<file path="config.mk">
export PLATFORM = sky130hd
export DESIGN_NAME = reg_write_arb_flat
export DESIGN_NICKNAME = d
export VERILOG_FILES = /design/src/rtl/reg_write_arb_if.sv /design/src/rtl/reg_write_arb.sv /design/src/flat_wrapper.sv
export SDC_FILE = /design/constraint.sdc
export NUM_CORES = 1
export LEC_CHECK = 0
export CORE_AREA = 2 2 42 44
export DETAILED_ROUTE_END_ITERATION = 16
export DIE_AREA = 0 0 44 46
export DONT_BUFFER_PORTS = 1
export PLACE_DENSITY_LB_ADDON = 0.25
export RECOVER_POWER = 100
export SYNTH_ARGS = -nofsm -noshare
export SYNTH_HDL_FRONTEND = slang
export SYNTH_SLANG_ARGS = --single-unit
</file>
<file path="constraint.sdc">
create_clock -name clk -period 2.5 [get_ports clk]
set_input_delay 0.5 -clock clk [delete_from_list [all_inputs] [get_ports clk]]
set_output_delay 0.5 -clock clk [all_outputs]
set_load 0.01 [all_outputs]
</file>
<file path="src/rtl/reg_write_arb_if.sv">
// reg_write_arb_if -- bus bundle between the requesters and reg_write_arb.
//
// Optional feature macro: REG_WRITE_ARB_LOCK_EN adds the per-requester lock vector.
//
// Signals:
//   req       [NREQ]        per-requester write request (bit i = requester i)
//   in        [NREQ*WIDTH]  write data, requester i at [i*WIDTH +: WIDTH]
//   lock      [NREQ]        (REG_WRITE_ARB_LOCK_EN only) hold grant on the holder
//   gnt       [NREQ]        one-hot combinational grant
//   out       [WIDTH]       shared register value
//   out_valid               one-cycle pulse after each register write
//   src       [clog2(NREQ)] requester that performed the last write
//   wr_count  [8]           completed writes, wraps 255 -> 0
//
// Modports: master = requester side, slave = arbiter side.
interface reg_write_arb_if #(
  parameter int WIDTH = 2,
  parameter int NREQ  = 4
);
  localparam int IW = $clog2(NREQ);

  logic [NREQ-1:0]       req;
  logic [NREQ*WIDTH-1:0] in;
  logic [NREQ-1:0]       gnt;
  logic [WIDTH-1:0]      out;
  logic                  out_valid;
  logic [IW-1:0]         src;
  logic [7:0]            wr_count;
`ifdef REG_WRITE_ARB_LOCK_EN
  logic [NREQ-1:0]       lock;

  modport master (
    output req, in, lock,
    input  gnt, out, out_valid, src, wr_count
  );

  modport slave (
    input  req, in, lock,
    output gnt, out, out_valid, src, wr_count
  );
`else
  modport master (
    output req, in,
    input  gnt, out, out_valid, src, wr_count
  );

  modport slave (
    input  req, in,
    output gnt, out, out_valid, src, wr_count
  );
`endif
endinterface

</file>
<file path="src/rtl/reg_write_arb.sv">
// reg_write_arb -- round-robin arbiter granting write access to one shared
// WIDTH-bit register among NREQ requesters.
//
// Optional feature macro: REG_WRITE_ARB_LOCK_EN. When defined, the requester
// granted on the previous edge keeps the grant while it holds both req and
// lock; the round-robin pointer does not move while the lock is held.
//
// Ports:
//   clk  rising-edge clock
//   rst  asynchronous active-high reset
//   bus  reg_write_arb_if.slave (req/in[/lock] in, gnt/out/out_valid/src/wr_count out)
//
// gnt is combinational and is the grant that is written on the coming edge;
// out/src/out_valid/wr_count update one cycle after the grant.
module reg_write_arb #(
  parameter int WIDTH = 2,
  parameter int NREQ  = 4
) (
  input  logic            clk,
  input  logic            rst,
  reg_write_arb_if.slave  bus
);

  localparam int IW = $clog2(NREQ);

  // Next index modulo NREQ, valid for non-power-of-two NREQ.
  function automatic logic [IW-1:0] idx_inc(input logic [IW-1:0] i);
    if (int'(i) == NREQ - 1) return '0;
    else                     return IW'(int'(i) + 1);
  endfunction

  logic [IW-1:0]    ptr;
  logic [WIDTH-1:0] out_p1;
  logic             vld_p1;
  logic [IW-1:0]    src_p1;
  logic [7:0]       cnt_p1;

  logic [NREQ-1:0]  gnt_p0;
  logic [IW-1:0]    gidx_p0;
  logic             vld_p0;
  logic             lock_hit;
  int               idx;

  // Stage p0: combinational grant selection
  always_comb begin
    gnt_p0   = '0;
    gidx_p0  = ptr;
    vld_p0   = 1'b0;
    lock_hit = 1'b0;
    idx      = 0;
`ifdef REG_WRITE_ARB_LOCK_EN
    // src_p1 is the holder only if a write actually happened on the last edge.
    lock_hit = vld_p1 && bus.req[src_p1] && bus.lock[src_p1];
`endif
    if (lock_hit) begin
      vld_p0  = 1'b1;
      gidx_p0 = src_p1;
    end else begin
      for (int k = 0; k < NREQ; k++) begin
        idx = int'(ptr) + k;
        if (idx >= NREQ) idx = idx - NREQ;
        if (!vld_p0 && bus.req[idx]) begin
          vld_p0  = 1'b1;
          gidx_p0 = IW'(idx);
        end
      end
    end
    if (rst) vld_p0 = 1'b0;
    if (vld_p0) gnt_p0[gidx_p0] = 1'b1;
  end

  // Stage p1: shared register write
  always_ff @(posedge clk or posedge rst) begin
    if (rst) begin
      out_p1 <= '0;
      vld_p1 <= 1'b0;
      src_p1 <= '0;
      cnt_p1 <= '0;
      ptr    <= '0;
    end else if (vld_p0) begin
      out_p1 <= bus.in[int'(gidx_p0)*WIDTH +: WIDTH];
      vld_p1 <= 1'b1;
      src_p1 <= gidx_p0;
      cnt_p1 <= cnt_p1 + 8'd1;
      if (!lock_hit) ptr <= idx_inc(gidx_p0);
    end else begin
      vld_p1 <= 1'b0;
    end
  end

  assign bus.gnt       = gnt_p0;
  assign bus.out       = out_p1;
  assign bus.out_valid = vld_p1;
  assign bus.src       = src_p1;
  assign bus.wr_count  = cnt_p1;

endmodule

</file>
<file path="src/flat_wrapper.sv">
// flat-port wrapper written by rule: the top's interface ports become plain ports
module reg_write_arb_flat 
#(
  parameter int WIDTH = 2,
  parameter int NREQ  = 4
)
  (clk, rst, bus_req, bus_in, bus_gnt, bus_out, bus_out_valid, bus_src, bus_wr_count);
  reg_write_arb_if #(.WIDTH(WIDTH), .NREQ(NREQ)) bus_i ();
  input  logic clk;
  input  logic rst;
  input wire logic [$bits(bus_i.req)-1:0] bus_req;
  input wire logic [$bits(bus_i.in)-1:0] bus_in;
  output wire logic [$bits(bus_i.gnt)-1:0] bus_gnt;
  output wire logic [$bits(bus_i.out)-1:0] bus_out;
  output wire logic [$bits(bus_i.out_valid)-1:0] bus_out_valid;
  output wire logic [$bits(bus_i.src)-1:0] bus_src;
  output wire logic [$bits(bus_i.wr_count)-1:0] bus_wr_count;
  assign bus_i.req = bus_req;
  assign bus_i.in = bus_in;
  assign bus_gnt = bus_i.gnt;
  assign bus_out = bus_i.out;
  assign bus_out_valid = bus_i.out_valid;
  assign bus_src = bus_i.src;
  assign bus_wr_count = bus_i.wr_count;
  reg_write_arb #(.WIDTH(WIDTH), .NREQ(NREQ)) u_core (.clk(clk), .rst(rst), .bus(bus_i));
endmodule
</file>
Word level (Yosys, flattened, before mapping)
Cells that the tools add are included.
{ "word_totals": {"elab_cells": 63, "out_inout_bits": 17, "ff_bits": 15} }
{ "classes": {"addsub": 9, "shift": 1, "eq_ne": 1, "n_reduce_logical": 7, "n_mux": 30, "n_lt_le_gt_ge": 10} }
{ "op_table": {"columns": ["op", "count"], "rows": [
  ["$lt A32 B4 Y1 const B", 4],
  ["$mux W32", 4],
  ["$ge A32 B4 Y1 const B", 3],
  ["$sub A32 B4 Y32 const B", 3],
  ["$mux W1", 15],
  ["$mux W2", 5],
  ["$add A8 B1 Y8 const B", 1],
  ["$bmux W1 S2", 4],
  ["$shiftx A8 B4 Y2", 1],
  ["$add A2 B2 Y3 const B", 2],
  ["$logic_and A1 B1 Y1", 4],
  ["$mux W4", 1],
  ["$sub A2 B3 Y4 const B", 1],
  ["$add A2 B1 Y3 const B", 1],
  ["$ge A2 B3 Y1 const B", 1],
  ["$logic_not A1 Y1", 3],
  ["$lt A2 B3 Y1 const B", 1],
  ["$add A2 B1 Y2 const B", 1],
  ["$demux W1 S2", 1],
  ["$eq A2 B1 Y1 const B", 1],
  ["$ge A2 B1 Y1 const B", 1]
]} }

Depth between registers and ports, before layout
Gate-level depths: netlist of run 1.
{ "logic_depth": {"depth_word": 20, "mapped_depth": 7, "depth_no_buf": 7} }

Worst setup path before layout of run 1
No wires, ideal clock.
{ "synth_path": {"path_type": "input-to-output", "from": "in rst", "to": "out bus_gnt[1]", "slack_ns": 0.288, "required_ns": 2.000, "stages": 6, "arrival_time_ns": 1.712, "path_buffers": 1, "path_cell_list": "inv_1 > nand2_1 > inv_1 > buf_2 > nand2_1 > nor2_1"} }
{ "synth_via": {"elab_chain_cells": 2} }
{ "synth_rtl": {"columns": ["element", "line_no", "rtl"], "rows": [
  ["start: declaration", "flat_wrapper.sv:10", "input logic rst;"],
  ["$mux W1", "reg_write_arb.sv:68", "if (rst) vld_p0 = 1'b0;"],
  ["via u_core.vld_p0", "reg_write_arb.sv:40", "logic vld_p0;"],
  ["$mux W4", "reg_write_arb.sv:69", "if (vld_p0) gnt_p0[gidx_p0] = 1'b1;"],
  ["end: declaration", "flat_wrapper.sv:13", "output wire logic [$bits(bus_i.gnt)-1:0] bus_gnt;"]
]} }
The timed path passes the listed nets, and every way through them passes these cells.

Final worst setup path of run 1
{ "layout_path": {"from": "reg u_core.ptr[1]", "to": "out bus_gnt[3]"} }
{ "layout_via": {"elab_chain_cells": 20, "elab_cells_between_ends": 48} }
{ "layout_rtl": {"columns": ["element", "line_no", "rtl"], "rows": [
  ["start: declaration", "reg_write_arb.sv:32", "logic [IW-1:0] ptr;"],
  ["start signal: assignment", "reg_write_arb.sv:85", "if (!lock_hit) ptr <= idx_inc(gidx_p0);"],
  ["branches (longest 19 deep; another with $sub A32 B4 Y32)", null, null],
  ["$mux W4 (*)", "reg_write_arb.sv:69", null]
]} }
Mark *: on every way between the ends. The select of a mux whose other input is x is not followed.

==> results of run 1 <==
power breakdown:
group          switching [mW]  internal (mW)  leakage (nW)
clock network          0.0728         0.0618        0.0150
logic                   0.135          0.119         0.173
registers               0.139          0.328         0.183
total                   0.347          0.509         0.371
path summary, 6_finish.rpt:
check | from | depth (start not counted) | endpoint
setup / recovery | u_core.ptr[1] | 5 | bus_gnt[3]
hold / removal | rst | 2 | u_core.bus.wr_count[0]
setup reg to reg | u_core.ptr[1] | 5 | u_core.bus.out[1]
hold reg to reg | u_core.bus.wr_count[7] | 1 | u_core.bus.wr_count[7]
max in group asynchronous | rst | 2 | u_core.bus.wr_count[6]
min in group clk | bus_in[4] | 2 | u_core.bus.out[0]
state kept, by name, indices dropped and copies added (netlist names):
register              cells
u_core.bus.wr_count       8
u_core.bus.out            2
u_core.bus.out_valid      1
u_core.bus.src            2
u_core.ptr                2
synthesized netlist by cell type:
cell type  number
nand2_1        17
dfrtp_1        15
xnor2_1         7
nor2_1          6
nand4_1         4
a2111oi_0       2
a211oi_1        2
and2_1          2
and3_1          2
ha_1            2
inv_1           2
mux2i_1         2
nand2b_1        2
nor2b_1         2
o21ai_0         2
o31a_2          2
a21boi_1        1
a21oi_2         1
buf_2           1
nor3_1          1
nor3_4          1
o21a_1          1
o21a_4          1
o21ai_1         1
or2b_1          1
or3_1           1
per-layer routing:
metal  track usage, %  part of all wire [%]  wire, µm
met1             20.9                    43       650
met3             7.14                   8.1       122
met5                0                     0         0
met4             7.27                   1.1        16
met2             28.2                    48       719
critical path: stages, from the launching register on:
cell and delay (ns):
dfrtp_1 0.46, or3_1 0.38, o21ai_0 0.08, o21ai_1 0.17
ha_1 0.23, and2_0 0.18
kinds of logic after synthesis:
logic type | after synthesis
AND/OR/NAND/NOR | 39
flip-flops | 15
AO/OA/AOI/OAI | 13
XOR/XNOR | 7
buffers and inverters | 3
multiplexers | 2
adder cells (fa/ha/maj) | 2
layout make-up:
cell class              count  area [µm²]
clock buffers               4        26.3
fillers                   161         767
inverters                   2        7.51
multi-input cells          63         409
flip-flops and latches     15         375
well taps                  17        21.3
repair buffers              2        7.51
stage by stage:
stage                     area, µm²  cells  utilization, %  power [mW]  setup slack [ns]
after global placement          828     99            51.3       0.725             0.455
after detailed placement        828     99            51.3       0.731             0.427
after CTS                       855    103            52.9       0.871             0.224
final                           847    103            52.5       0.856             0.226
after floorplan                 797     81               -       0.668             0.288
after global routing            847    103            52.5       0.932             0.104
==> results.tsv, run 1 <==
metric	value	unit
H-tree levels	1	
Synth Net Count	97	
largest net degree at the start of global routing	16	
FP Rows	15	
share of post-route cells with drive strength above 1	9.30	%
worst slew pin tran	0.794	ns
XOR/XNOR Fraction of Synth Area	7.69	%
clock buffer depth	2	
Post-Synth Adder-Cell Area	3.14	%
Initial Util	49.4	%
worst rel slew slack	47.1	%
WL/cell	14.7	µm
routed wire length	1.51	mm
post-DP HPWL	1.21	mm
Critical Path RT	2.00	ns
CTS tree	built	
vias	580	
clk slew on worst S/H paths	0.09	ns
leading cell type in the layout, fill and taps excluded	nand2_1	
Crit Path Max Fanout	7	
router iterations before antenna repair	4	
GRT Util Overall	17.6	%
Final Hold Fails	0	
HP Class	primary input to asynchronous set/reset pin	
Clock Latency Late Sink	0.28	ns
Seq cells post-synth	15	
count of cell types in the netlist	26	
skew final	0.00879	ns
input/output buffers	0	
I/O pin count	31	
Syn Inst Count	81	
Final min period	2.27	ns
grt ovf	0	
DRT iter0 DRCs	4	
Die Y	46	µm
fraction of the mapped netlist area in compound gates	13.3	%
Synthesis Warnings	0	
Post-Syn Area	797	µm²
crit path DAT	1.77	ns
Max Freq	440	MHz
Synth Area in Simple Gates	24.6	%
critical path class	flop to output pin	
chip width	44	µm
fin crit share	91.0	%
nets	103	
Hold-fix buffers, CTS	0	
status	finished, final reports clean	
core area	1610	µm²
final hold slack	0.359	ns
first-pass GRT wire length	2.50	mm
endpoint type of the worst setup path	output pin	
CTS Sinks	15	
pwr/cell area	1010	nW/µm²
die area	2020	µm²
most frequent cells in the layout	17 x nand2_1, 15 x dfrtp_1, 7 x xnor2_1	
diodes inserted	0	
vias per inst	5.63	
post-synthesis mux area share	2.51	%
synthesized area per cell	9.84	µm²
CP Launch Type	flop	
sequential-to-total area share from yosys stat	47.1	%
cts bufs inserted	3	
RSZ-0062 raised after global routing	false	
cts repair resizes	0	
R2R Setup Slk	0.68	ns
post-synth top area cell	dfrtp_1	
top cell type's share of synthesized area	47.1	%
dominant cells by area after synthesis	dfrtp_1 47%, nand2_1 8.0%, xnor2_1 7.7%	
endpoints failing setup	0	
setup bufs post-CTS	0	
Fin Setup TNS	0	ns
Peak VDD IR	0.438	mV
DRC Markers	0	
Pleak	0.371	nW
vias in the first global route	568	
final count of pins violating max slew	0	
initial antenna violation count	0	
GP Congestion	0.711	
CTS Root Cell	clkbuf_4	
number of max-cap violations	0	
largest family of logic cells by synthesized area	simple AND/OR/NAND/NOR gates	
Final ANT Viol Nets	0	
Area Overhead vs Synth	6.28	%
Note: power is estimated with default switching activity, not from simulation.
==> run 2, diff against run 1 <==
CTS_BUF_LIST = sky130_fd_sc_hd__clkbuf_8   (was not set)
SKIP_LAST_GASP = 1   (was not set)
==> run 2 against run 1 <==
Critical path depth did not move. Fmax up 2.2%. Via count decreased by 0.17%. Clock skew fell by 0.0045 ns. Die area unchanged. Worst setup slack improved by 0.049 ns.
==> results.tsv, run 2 (same netlist as run 1, synthesis figures left out) <==
metric	value	unit	change
status	finished, final reports clean		
worst slew pin tran	0.799	ns	+0.00502 ns
RSZ-0062 raised after global routing	false		
largest net degree at the start of global routing	16		unchanged
chip width	44	µm	unchanged
H-tree levels	1		unchanged
router iterations before antenna repair	4		unchanged
initial antenna violation count	0		unchanged
first-pass GRT wire length	2.54	mm	+1.4%
RR Startpoint	u_core.ptr[1]		
endpoints failing setup	0		unchanged
pwr/cell area	1050	nW/µm²	+4.3%
diodes inserted	0		unchanged
Area Overhead vs Synth	8.63	%	
worst flop-to-flop path endpoint	u_core.bus.out[1]		
Die Y	46	µm	unchanged
CP Launch Type	flop		
Critical Path RT	2.00	ns	about the same
vias per inst	5.62		-0.17%
CTS Root Cell	clkbuf_8		
DRT iter0 DRCs	4		unchanged
Crit Path Max Fanout	7		unchanged
leading cell type in the layout, fill and taps excluded	nand2_1		
core area	1610	µm²	unchanged
cts bufs inserted	3		unchanged
critical path's largest stage delay	0.45	ns	about the same
Clock Latency Late Sink	0.24	ns	-0.04 ns
non-filler cells, final	103		unchanged
worst rel slew slack	46.7	%	-0.33 points
GP Congestion	0.711		unchanged
GRT Util Overall	17.7	%	+0.17 points
Pleak	0.383	nW	+3.2%
input/output buffers	0		unchanged
max reg flops	8		unchanged
Final Hold Fails	0		unchanged
clock buffer depth	2		unchanged
share of post-route cells with drive strength above 1	9.30	%	unchanged
clk slew on worst S/H paths	0.06	ns	-0.03 ns
endpoint type of the worst setup path	output pin		
CTS Sinks	15		unchanged
skew final	0.00424	ns	-0.00455 ns
routed wire length	1.54	mm	+2.0%
critical path cell sequence	or3_1 > o21ai_0 > o21ai_1 > ha_1 > and2_0		
Final min period	2.22	ns	-0.0493 ns
fin crit share	89.0	%	-2.0 points
HP Class	primary input to asynchronous set/reset pin		
crit path DAT	1.72	ns	-0.05 ns
FP Rows	15		unchanged
Fin Setup TNS	0	ns	unchanged
vias	579		-0.17%
Hold-fix buffers, CTS	0		unchanged
cts repair resizes	0		unchanged
Final ANT Viol Nets	0		unchanged
nets	103		unchanged
R2R Setup Slk	0.69	ns	about the same
final count of pins violating max slew	0		unchanged
WL/cell	14.9	µm	+2.0%
most frequent cells in the layout	17 x nand2_1, 15 x dfrtp_1, 7 x xnor2_1		
critical path class	flop to output pin		
I/O pin count	31		unchanged
dpl cells	99		unchanged
setup bufs post-CTS	0		unchanged
FF-to-FF path depth	5		unchanged
die area	2020	µm²	unchanged
Util after Layout	53.6	%	+1.2 points
CP max stage cell	dfrtp_1		
Peak VDD IR	0.483	mV	+10%
Max Freq	449	MHz	+2.2%
number of max-cap violations	0		unchanged
CTS tree	built		
post-DP HPWL	1.21	mm	unchanged
Initial Util	49.4	%	unchanged
grt ovf	0		unchanged
DRC Markers	0		unchanged
vias in the first global route	567		-0.18%
==> run 2: changes by cell type in the layout (fill, tap and decap cells not counted) <==
cell and change:
inv_1 +1, clkbuf_4 -3, clkbuf_1 -1, clkbuf_8 +3
==> run 2: final cells by class <==
cell class	count	area [µm²]
fill	158	748
timing repair buffer	2	7.51
inverter	2	7.51
multi-input combinational	63	409
tap	17	21.3
sequential	15	375
clock buffer	3	41.3
clock inverter	1	3.75
==> run 2: worst max path at each step <==
stage            endpoint  cells after the start     startpoint
2_1_floorplan  bus_gnt[1]                      6            rst
3_3_place_gp   bus_gnt[3]                      5     bus_req[2]
3_5_place_dp   bus_gnt[1]                      5     bus_req[2]
4_1_cts        bus_gnt[3]                      5  u_core.ptr[1]
5_1_grt        bus_gnt[3]                      5  u_core.ptr[1]
6_report       bus_gnt[3]                      5  u_core.ptr[1]
==> run 2: per-stage QoR <==
step	setup WS (ns)	hold WS (ns)	cell area [µm²]	total power [mW]
after floorplan	0.288	0.409	797	0.668
after global placement	0.455	0.459	828	0.725
after detailed placement	0.427	0.466	828	0.731
after CTS	0.275	0.200	873	0.924
after global routing	0.158	0.499	866	0.985
final	0.275	0.404	866	0.913
==> run 2: power by group <==
group	switching [mW]	internal, mW
logic	0.136	0.119
clock network	0.0795	0.108
registers	0.140	0.329
==> run 2: worst max-delay path: cells and delay by family, from the launching register on <==
kind	cells	cell delay, ns
compound gates	2	0.25
fa+ha+maj	1	0.22
simple gates	2	0.56
flops	1	0.45
==> run 2: layer usage <==
| metal | wire (µm) | track usage, % |
|---|---|---|
| met5 | 0 | 0 |
| met4 | 16 | 7.27 |
| met3 | 123 | 7.14 |
| met2 | 730 | 27.9 |
| met1 | 668 | 21.6 |
